$ cat src/rtl/mem_access_unit.sv
// MEM-stage data-memory access unit: RV32I byte/halfword/word loads and
// stores over a req/gnt/rvalid handshake. The unit stalls the pipeline while
// an access is outstanding, flags misaligned or unsupported accesses, times
// out stuck bus transactions and returns the extended load result to MEM/WB.
module mem_access_unit #(
  parameter int REG_DATA_WIDTH = 32,
  parameter int MEM_ADDR_WIDTH = 32,
  parameter int TIMEOUT_CYCLES = 255
) (
  input  logic                        clk,
  input  logic                        rst,
  input  logic                        MemRead,
  input  logic                        MemWrite,
  input  logic [2:0]                  funct3,
  input  logic [REG_DATA_WIDTH-1:0]   ALU_result,
  input  logic [REG_DATA_WIDTH-1:0]   reg_read_data,
  output logic                        mem_req,
  output logic                        mem_we,
  output logic [REG_DATA_WIDTH/8-1:0] mem_be,
  output logic [MEM_ADDR_WIDTH-1:0]   mem_addr,
  output logic [REG_DATA_WIDTH-1:0]   mem_wdata,
  input  logic                        mem_gnt,
  input  logic                        mem_rvalid,
  input  logic [REG_DATA_WIDTH-1:0]   mem_rdata,
  output logic                        mem_stall,
  output logic                        misaligned,
  output logic                        bus_error,
  output logic [REG_DATA_WIDTH-1:0]   mem_data_o_WB
);

  localparam int NB = REG_DATA_WIDTH / 8;
  localparam int CW = $clog2(TIMEOUT_CYCLES + 1);

  typedef enum logic [1:0] {IDLE, REQ, WAIT_R, DONE} state_t;

  state_t                      state_reg, state_next;
  logic                        req_reg, req_next;
  logic                        we_reg, we_next;
  logic [NB-1:0]               be_reg, be_next;
  logic [MEM_ADDR_WIDTH-1:0]   addr_reg, addr_next;
  logic [REG_DATA_WIDTH-1:0]   wdata_reg, wdata_next;
  logic [REG_DATA_WIDTH-1:0]   wb_reg, wb_next;
  logic                        misaligned_reg, misaligned_next;
  logic                        bus_error_reg, bus_error_next;
  logic [CW-1:0]               cnt_reg, cnt_next;
  logic [1:0]                  off_reg, off_next;
  logic [2:0]                  f3_reg, f3_next;

  logic                        access;
  logic                        supported;
  logic                        aligned;
  logic [1:0]                  offset;
  logic [NB-1:0]               be_lane;
  logic [REG_DATA_WIDTH-1:0]   wdata_lane;
  logic [REG_DATA_WIDTH-1:0]   rdata_shift;
  logic [15:0]                 rdata_half;
  logic [REG_DATA_WIDTH-1:0]   load_ext;
  logic [CW-1:0]               cnt_inc;
  logic                        timeout;

  assign offset  = ALU_result[1:0];
  assign access  = MemRead | MemWrite;
  assign cnt_inc = cnt_reg + CW'(1);
  assign timeout = (cnt_inc == CW'(TIMEOUT_CYCLES));

  // Decode size legality, alignment and the store lane placement.
  always_comb begin
    supported  = 1'b0;
    aligned    = 1'b0;
    be_lane    = '1;
    wdata_lane = reg_read_data;
    // Stores only have SB/SH/SW; loads additionally have LBU/LHU.
    case (funct3)
      3'b000, 3'b001, 3'b010: supported = 1'b1;
      3'b100, 3'b101:         supported = ~MemWrite;
      default:                supported = 1'b0;
    endcase
    case (funct3[1:0])
      2'b00: begin
        aligned    = 1'b1;
        be_lane    = NB'(1) << offset;
        wdata_lane = {4{reg_read_data[7:0]}};
      end
      2'b01: begin
        aligned    = ~offset[0];
        be_lane    = NB'(3) << offset;
        wdata_lane = {2{reg_read_data[15:0]}};
      end
      2'b10:   aligned = (offset == 2'b00);
      default: aligned = 1'b0;
    endcase
  end

  // Pick the addressed byte/halfword from the raw read word and extend it.
  always_comb begin
    rdata_shift = mem_rdata >> {off_reg, 3'b000};
    rdata_half  = off_reg[1] ? mem_rdata[31:16] : mem_rdata[15:0];
    case (f3_reg)
      3'b000:  load_ext = {{24{rdata_shift[7]}}, rdata_shift[7:0]};
      3'b100:  load_ext = {24'h000000, rdata_shift[7:0]};
      3'b001:  load_ext = {{16{rdata_half[15]}}, rdata_half};
      3'b101:  load_ext = {16'h0000, rdata_half};
      default: load_ext = mem_rdata;
    endcase
  end

  // Next-state and output logic of the access sequencer.
  always_comb begin
    state_next      = state_reg;
    req_next        = req_reg;
    we_next         = we_reg;
    be_next         = be_reg;
    addr_next       = addr_reg;
    wdata_next      = wdata_reg;
    wb_next         = wb_reg;
    misaligned_next = 1'b0;
    bus_error_next  = 1'b0;
    cnt_next        = cnt_reg;
    off_next        = off_reg;
    f3_next         = f3_reg;
    mem_stall       = 1'b0;
    case (state_reg)
      IDLE: begin
        if (access) begin
          if (supported && aligned) begin
            mem_stall  = 1'b1;
            addr_next  = MEM_ADDR_WIDTH'({ALU_result[REG_DATA_WIDTH-1:2], 2'b00});
            we_next    = MemWrite;
            be_next    = be_lane;
            wdata_next = wdata_lane;
            req_next   = 1'b1;
            off_next   = offset;
            f3_next    = funct3;
            cnt_next   = '0;
            state_next = REQ;
          end else begin
            // Misaligned or unsupported: report it and let the pipeline move on.
            misaligned_next = 1'b1;
            wb_next         = '0;
          end
        end
      end
      REQ: begin
        mem_stall = 1'b1;
        if (mem_gnt) begin
          // Read data can never arrive with the grant; wait for it separately.
          req_next   = 1'b0;
          cnt_next   = '0;
          state_next = we_reg ? DONE : WAIT_R;
        end else if (timeout) begin
          bus_error_next = 1'b1;
          req_next       = 1'b0;
          wb_next        = '0;
          state_next     = DONE;
        end else begin
          cnt_next = cnt_inc;
        end
      end
      WAIT_R: begin
        mem_stall = 1'b1;
        if (mem_rvalid) begin
          wb_next    = load_ext;
          state_next = DONE;
        end else if (timeout) begin
          bus_error_next = 1'b1;
          wb_next        = '0;
          state_next     = DONE;
        end else begin
          cnt_next = cnt_inc;
        end
      end
      default: state_next = IDLE;
    endcase
  end

  // State and registered outputs.
  always_ff @(posedge clk) begin
    if (rst) begin
      state_reg      <= IDLE;
      req_reg        <= 1'b0;
      we_reg         <= 1'b0;
      be_reg         <= '0;
      addr_reg       <= '0;
      wdata_reg      <= '0;
      wb_reg         <= '0;
      misaligned_reg <= 1'b0;
      bus_error_reg  <= 1'b0;
      cnt_reg        <= '0;
      off_reg        <= 2'b00;
      f3_reg         <= 3'b000;
    end else begin
      state_reg      <= state_next;
      req_reg        <= req_next;
      we_reg         <= we_next;
      be_reg         <= be_next;
      addr_reg       <= addr_next;
      wdata_reg      <= wdata_next;
      wb_reg         <= wb_next;
      misaligned_reg <= misaligned_next;
      bus_error_reg  <= bus_error_next;
      cnt_reg        <= cnt_next;
      off_reg        <= off_next;
      f3_reg         <= f3_next;
    end
  end

  assign mem_req       = req_reg;
  assign mem_we        = we_reg;
  assign mem_be        = be_reg;
  assign mem_addr      = addr_reg;
  assign mem_wdata     = wdata_reg;
  assign mem_data_o_WB = wb_reg;
  assign misaligned    = misaligned_reg;
  assign bus_error     = bus_error_reg;

endmodule

$ cat config.mk
export PLATFORM = sky130hd
export DESIGN_NAME = mem_access_unit
export DESIGN_NICKNAME = d
export VERILOG_FILES = /design/src/rtl/mem_access_unit.sv
export SDC_FILE = /design/constraint.sdc
export NUM_CORES = 1
export LEC_CHECK = 0
export BUFFER_PORTS_ARGS = -buffer_cell sky130_fd_sc_hd__buf_2
export CORE_ASPECT_RATIO = 1.25
export CORE_MARGIN = 3
export CORE_UTILIZATION = 49
export CTS_CLUSTER_DIAMETER = 80
export DETAILED_ROUTE_END_ITERATION = 12
export PLACE_DENSITY = 0.81
export SYNTH_ARGS = -nofsm -noshare
export SYNTH_HDL_FRONTEND = slang
export SYNTH_SLANG_ARGS = --single-unit
$ cat constraint.sdc
create_clock -name clk -period 3.1 [get_ports clk]
set_input_delay 0.775 -clock clk [delete_from_list [all_inputs] [get_ports clk]]
set_output_delay 0.775 -clock clk [all_outputs]
set_load 0.05 [all_outputs]
Word level (Yosys, flattened, before mapping)
Index checks and enable logic that the tools add are counted.

storage, ports and cells
  register bits after elaboration = 117
  bits of input ports = 105
  output and inout port bits = 105
  word-level logic and storage cells = 94

cells by class
  bitwise operators = 5
  equal/unequal tests = 18
  add/sub/neg operators = 1
  shift operators = 3
  muxes and demuxes = 38
  reductions and logical operators = 17

operator list
  operator                                                                number
  32-bit two-way mux                                                      5
  32-bit case mux with 4 select lines                                     1
  32-bit case mux with 3 select lines                                     1
  32-bit case mux with 2 select lines                                     1
  8-bit two-way mux                                                       5
  32-bit by 5-bit >> shifter with 8-bit output                            1
  8-bit case mux with 3 select lines                                      1
  16-bit two-way mux                                                      1
  3-bit equality test (second input constant)                             4
  4-bit AND reduction                                                     3
  1-bit two-way mux                                                       11
  2-bit two-way mux                                                       5
  2-bit inequality test (second input constant)                           5
  8-bit by 1-bit adder with 8-bit output (second input constant)          1
  8-bit equality test (second input constant)                             1
  1-bit case mux with 2 select lines                                      4
  4-bit case mux with 2 select lines                                      1
  3-bit by 1-bit equality test with 1-bit output (second input constant)  2
  2-bit logical NOT                                                       3
  3-bit logical NOT                                                       2
  2-bit case mux with 3 select lines                                      1
  3-bit OR reduction                                                      2
  2-bit by 1-bit equality test with 1-bit output (second input constant)  2
  2-bit equality test (second input constant)                             2
  other kinds (13)                                                        17

Logic depth before layout (Yosys ltp)
  depth after elaboration = 7
  mapped depth = 9
  gate-level depth less buffers = 7

Least setup slack after synthesis
Ideal clock, no wire load.

  path kind = input to output
  start = input ALU_result[0]
  end = output mem_stall
  buffers on the path = 3
  stages = 9
  data arrival time = 2.617 ns
  required time = 2.325 ns
  path slack = -0.292 ns
  path through = buf_6 -> a221oi_2 -> nor2_1 -> nor2b_1 -> nor2b_1 -> buf_4 -> buf_2 -> nor2_1 -> nor2_1

on the way
  longest elaborated chain between the ends = 6
  elaborated cells on any way between the ends = 7

ends and longest elaborated chain
  element                                                     line    text
  start: declaration                                          15      input logic [REG_DATA_WIDTH-1:0] ALU_result,
  2-bit logical NOT / 1-bit inverter (equally long branches)  89, 85
  1-bit case mux with 3 select lines *                        78      case (funct3[1:0])
  1-bit logical AND *                                         125     if (supported && aligned) begin
  1-bit two-way mux *                                         125
  1-bit two-way mux *                                         124     if (access) begin
  1-bit case mux with 2 select lines *                        122     case (state_reg)
  end: declaration                                            25      output logic mem_stall,

Every way passes the cells marked *; elsewhere a longest branch is shown, timed or not.

Worst setup path after layout
Same ends and word-level chain as after synthesis.

==> results.py <==
metrics = {
    "cells_and_area": {
        "num_antenna_cells": 0,
        "stdcell_count": 978,
        "final_util_pct": 68.3,
        "drive_above_1_share_pct": 30.9,
        "area_delta_synth_final_pct": 32.6,
        "final_cell_area_um2": 7040,
        "nets": 948,
    },
    "setup_path": {
        "critPathCaptureType": "primary output",
        "worstPathMaxFanout": 8,
        "path_class": "primary input to primary output",
        "arrival_ps": 2150,
        "worstPathRequired_ps": 2320,
        "crit_path_start_kind": "primary input",
        "r2r_start": "state_reg[0]$_SDFFE_PP0P_",
        "reg2reg_slack_ps": 630,
        "reg2reg_depth": 7,
        "reg2reg_to": "mem_wdata[8]$_SDFFE_PP0P_",
    },
    "global_route": {
        "grt_usage_pct": 24.9,
        "antenna_found_initial": 0,
        "overflow": 0,
        "grt_pass1_vias": 5184,
        "grt_pass1_wl_um": 24800,
        "grt_max_degree": 91,
    },
    "run": {
        "max_cap_viol_count": 0,
    },
    "clock_network": {
        "clock-sinks": 117,
        "cts_max_path_buffers": 2,
        "cts_tree": "yes",
        "root_buffer": "clkbuf_16",
        "cts.clk_slew.worst_paths_ps": 60,
        "cts_buffers": 17,
        "h-tree-depth": 4,
        "postCtsSetupBuffers": 0,
        "hold_buffers": 0,
        "clk_latency_ps": 400,
        "cts_resized": 0,
    },
    "die": {
        "num_rows": 41,
        "coreArea_um2": 10300,
        "fp.dieArea_um2": 12100,
        "io_pins": 210,
        "fp.dieH_um": 122,
        "die_w_um": 99.1,
        "start_util_pct": 51.5,
    },
    "hold_path": {
        "hold_class": "register to register",
        "hold_depth": 2,
        "hold_path.startpoint": "mem_wdata[4]$_SDFFE_PP0P_",
        "hold_end": "mem_wdata[4]$_SDFFE_PP0P_",
    },
    "synth": {
        "ys.flop_type": "dfxtp_1",
        "ys_top_cells_by_area": "dfxtp_1, nand2_1, a21oi_1",
        "yosysWarnings": 0,
        "async_flop_share_pct": 0,
        "ys_ff_latch": 117,
        "synth_area_per_cell_um2": 8.23,
        "syn_inst": 645,
        "synth_top_cell_area_share_pct": 44.1,
        "yosys.cell_types.count": 56,
        "seq_area_frac_synth_pct": 44.1,
        "synth_top_area_cell": "dfxtp_1",
        "synth_edf_count": 0,
        "syn-cell-area_um2": 5310,
    },
    "timing": {
        "hold_violations": 0,
        "drv_slew": 0,
        "grt_setup_unrepaired": "no",
        "tightest_slew_ps": 1030,
        "setup_slack_ps": 179,
        "setup_viol": 0,
        "fin_crit_ps": 2920,
        "fmax_mhz": 342,
        "finalCritPeriodShare_pct": 94.2,
        "slew_headroom_pct": 31.3,
        "holdWs_ps": 454,
        "setup_tns_ps": 0,
        "fin_worst_skew_ps": 5.85,
    },
    "pwr": {
        "peakVddDrop_mv": 0.433,
        "powerDensity_nw_per_um2": 772,
        "p_leak_nw": 3.13,
        "design_power_total_mw": 5.43,
    },
    "run_status": {
        "status": "finished, final reports clean",
    },
    "drt": {
        "drtPass1Iterations": 5,
        "via_count": 5381,
        "drc_errors": 0,
        "avgViaCountPerCell": 5.50,
        "wl_per_cell_um": 15.6,
        "final_antenna_net_count": 0,
        "drtIter0Drc": 255,
        "drt_wl_total_um": 15200,
    },
    "placement": {
        "place_area_um2": 6400,
        "dp.cells": 946,
        "io_buffers": 207,
        "pre_cts_ws_ps": 194,
        "hpwl_um": 11100,
        "gp_congestion": 0.860,
    },
}
worst max-delay path by stage:
stage | from | to | slack [ps] | cells after the start
floorplan | ALU_result[0] | mem_stall | 60 | 9
global placement | ALU_result[0] | mem_stall | 240 | 8
detailed placement | ALU_result[0] | mem_stall | 190 | 8
CTS | ALU_result[0] | mem_stall | 190 | 8
global route | ALU_result[0] | mem_stall | 60 | 8
finish | ALU_result[0] | mem_stall | 180 | 8
Yosys cell counts (2+ instances only):
cell type,number
o21ai_1,5
xor2_1,4
nor2b_1,4
o2bb2ai_1,15
nand2_1,132
a22o_1,15
buf_2,10
a311oi_1,11
a21boi_0,7
inv_1,17
nor3_1,8
mux2i_1,18
a21o_1,8
a211oi_1,10
nand2b_1,10
o21ai_0,19
a21oi_1,73
dfxtp_1,117
buf_1,2
or3_1,4
clkbuf_1,27
o22ai_1,22
ha_1,7
a211o_1,2
buf_4,6
o211ai_1,10
nand3_1,6
nor2_1,48
report_power, final:
part / leakage, nW / internal [mW] / switching (mW)
clock network: 0.295 / 1.37 / 0.713
logic: 1.88 / 0.454 / 1.13
registers: 0.952 / 1.65 / 0.109
total: 3.13 / 3.48 / 1.95
critical path, cell delays in order:
cell,delay [ps]
buf_2,160
a221oi_2,340
nor2_1,90
nor2b_1,180
nor2b_4,180
nor2_1,70
nor2_4,80
buf_2,260
layout by cell type, fill, tap and decap left out, drive strengths merged, types with 5 or more instances in the layout:
cell type  netlist  routed
a211oi          11      11
a21boi           8       8
a21o             8       8
a21oi           73      73
a22o            15      15
a311oi          11      11
buf             19     217
clkbuf          27      18
clkinvlp         0       5
dfxtp          117     117
ha               7       7
inv             17      19
mux2i           18      18
nand2          133     133
nand2b          10      10
nand3            6       6
nor2            49      49
nor3             8       8
o211ai          10      10
o21ai           25      25
o22ai           23      23
o2bb2ai         15      15
final cells by class:
type | instances | area (um2)
tap | 129 | 161
fill | 853 | 3270
clock buffer | 18 | 439
multi-input combinational | 465 | 2720
sequential | 117 | 2340
inverter | 18 | 67.6
timing repair buffer | 217 | 1110
clock inverter | 14 | 201
layer usage:
metal	track usage, %	part of all wire, %
met5	0	0
met4	7.00	1.3
met3	6.99	7.7
met2	44.1	51
met1	29.3	40
kinds of logic after synthesis:
kind of cell	Yosys count	synth area share [%]
AO/OA/AOI/OAI	210	26.4
XOR/XNOR	5	0.825
adder cells (fa/ha/maj)	7	1.65
buffers and inverters	64	5.33
flip-flops	117	44.1
multiplexers	20	3.82
other	1	0.0706
AND/OR/NAND/NOR	221	17.8
(Power assumes the default switching activity.)
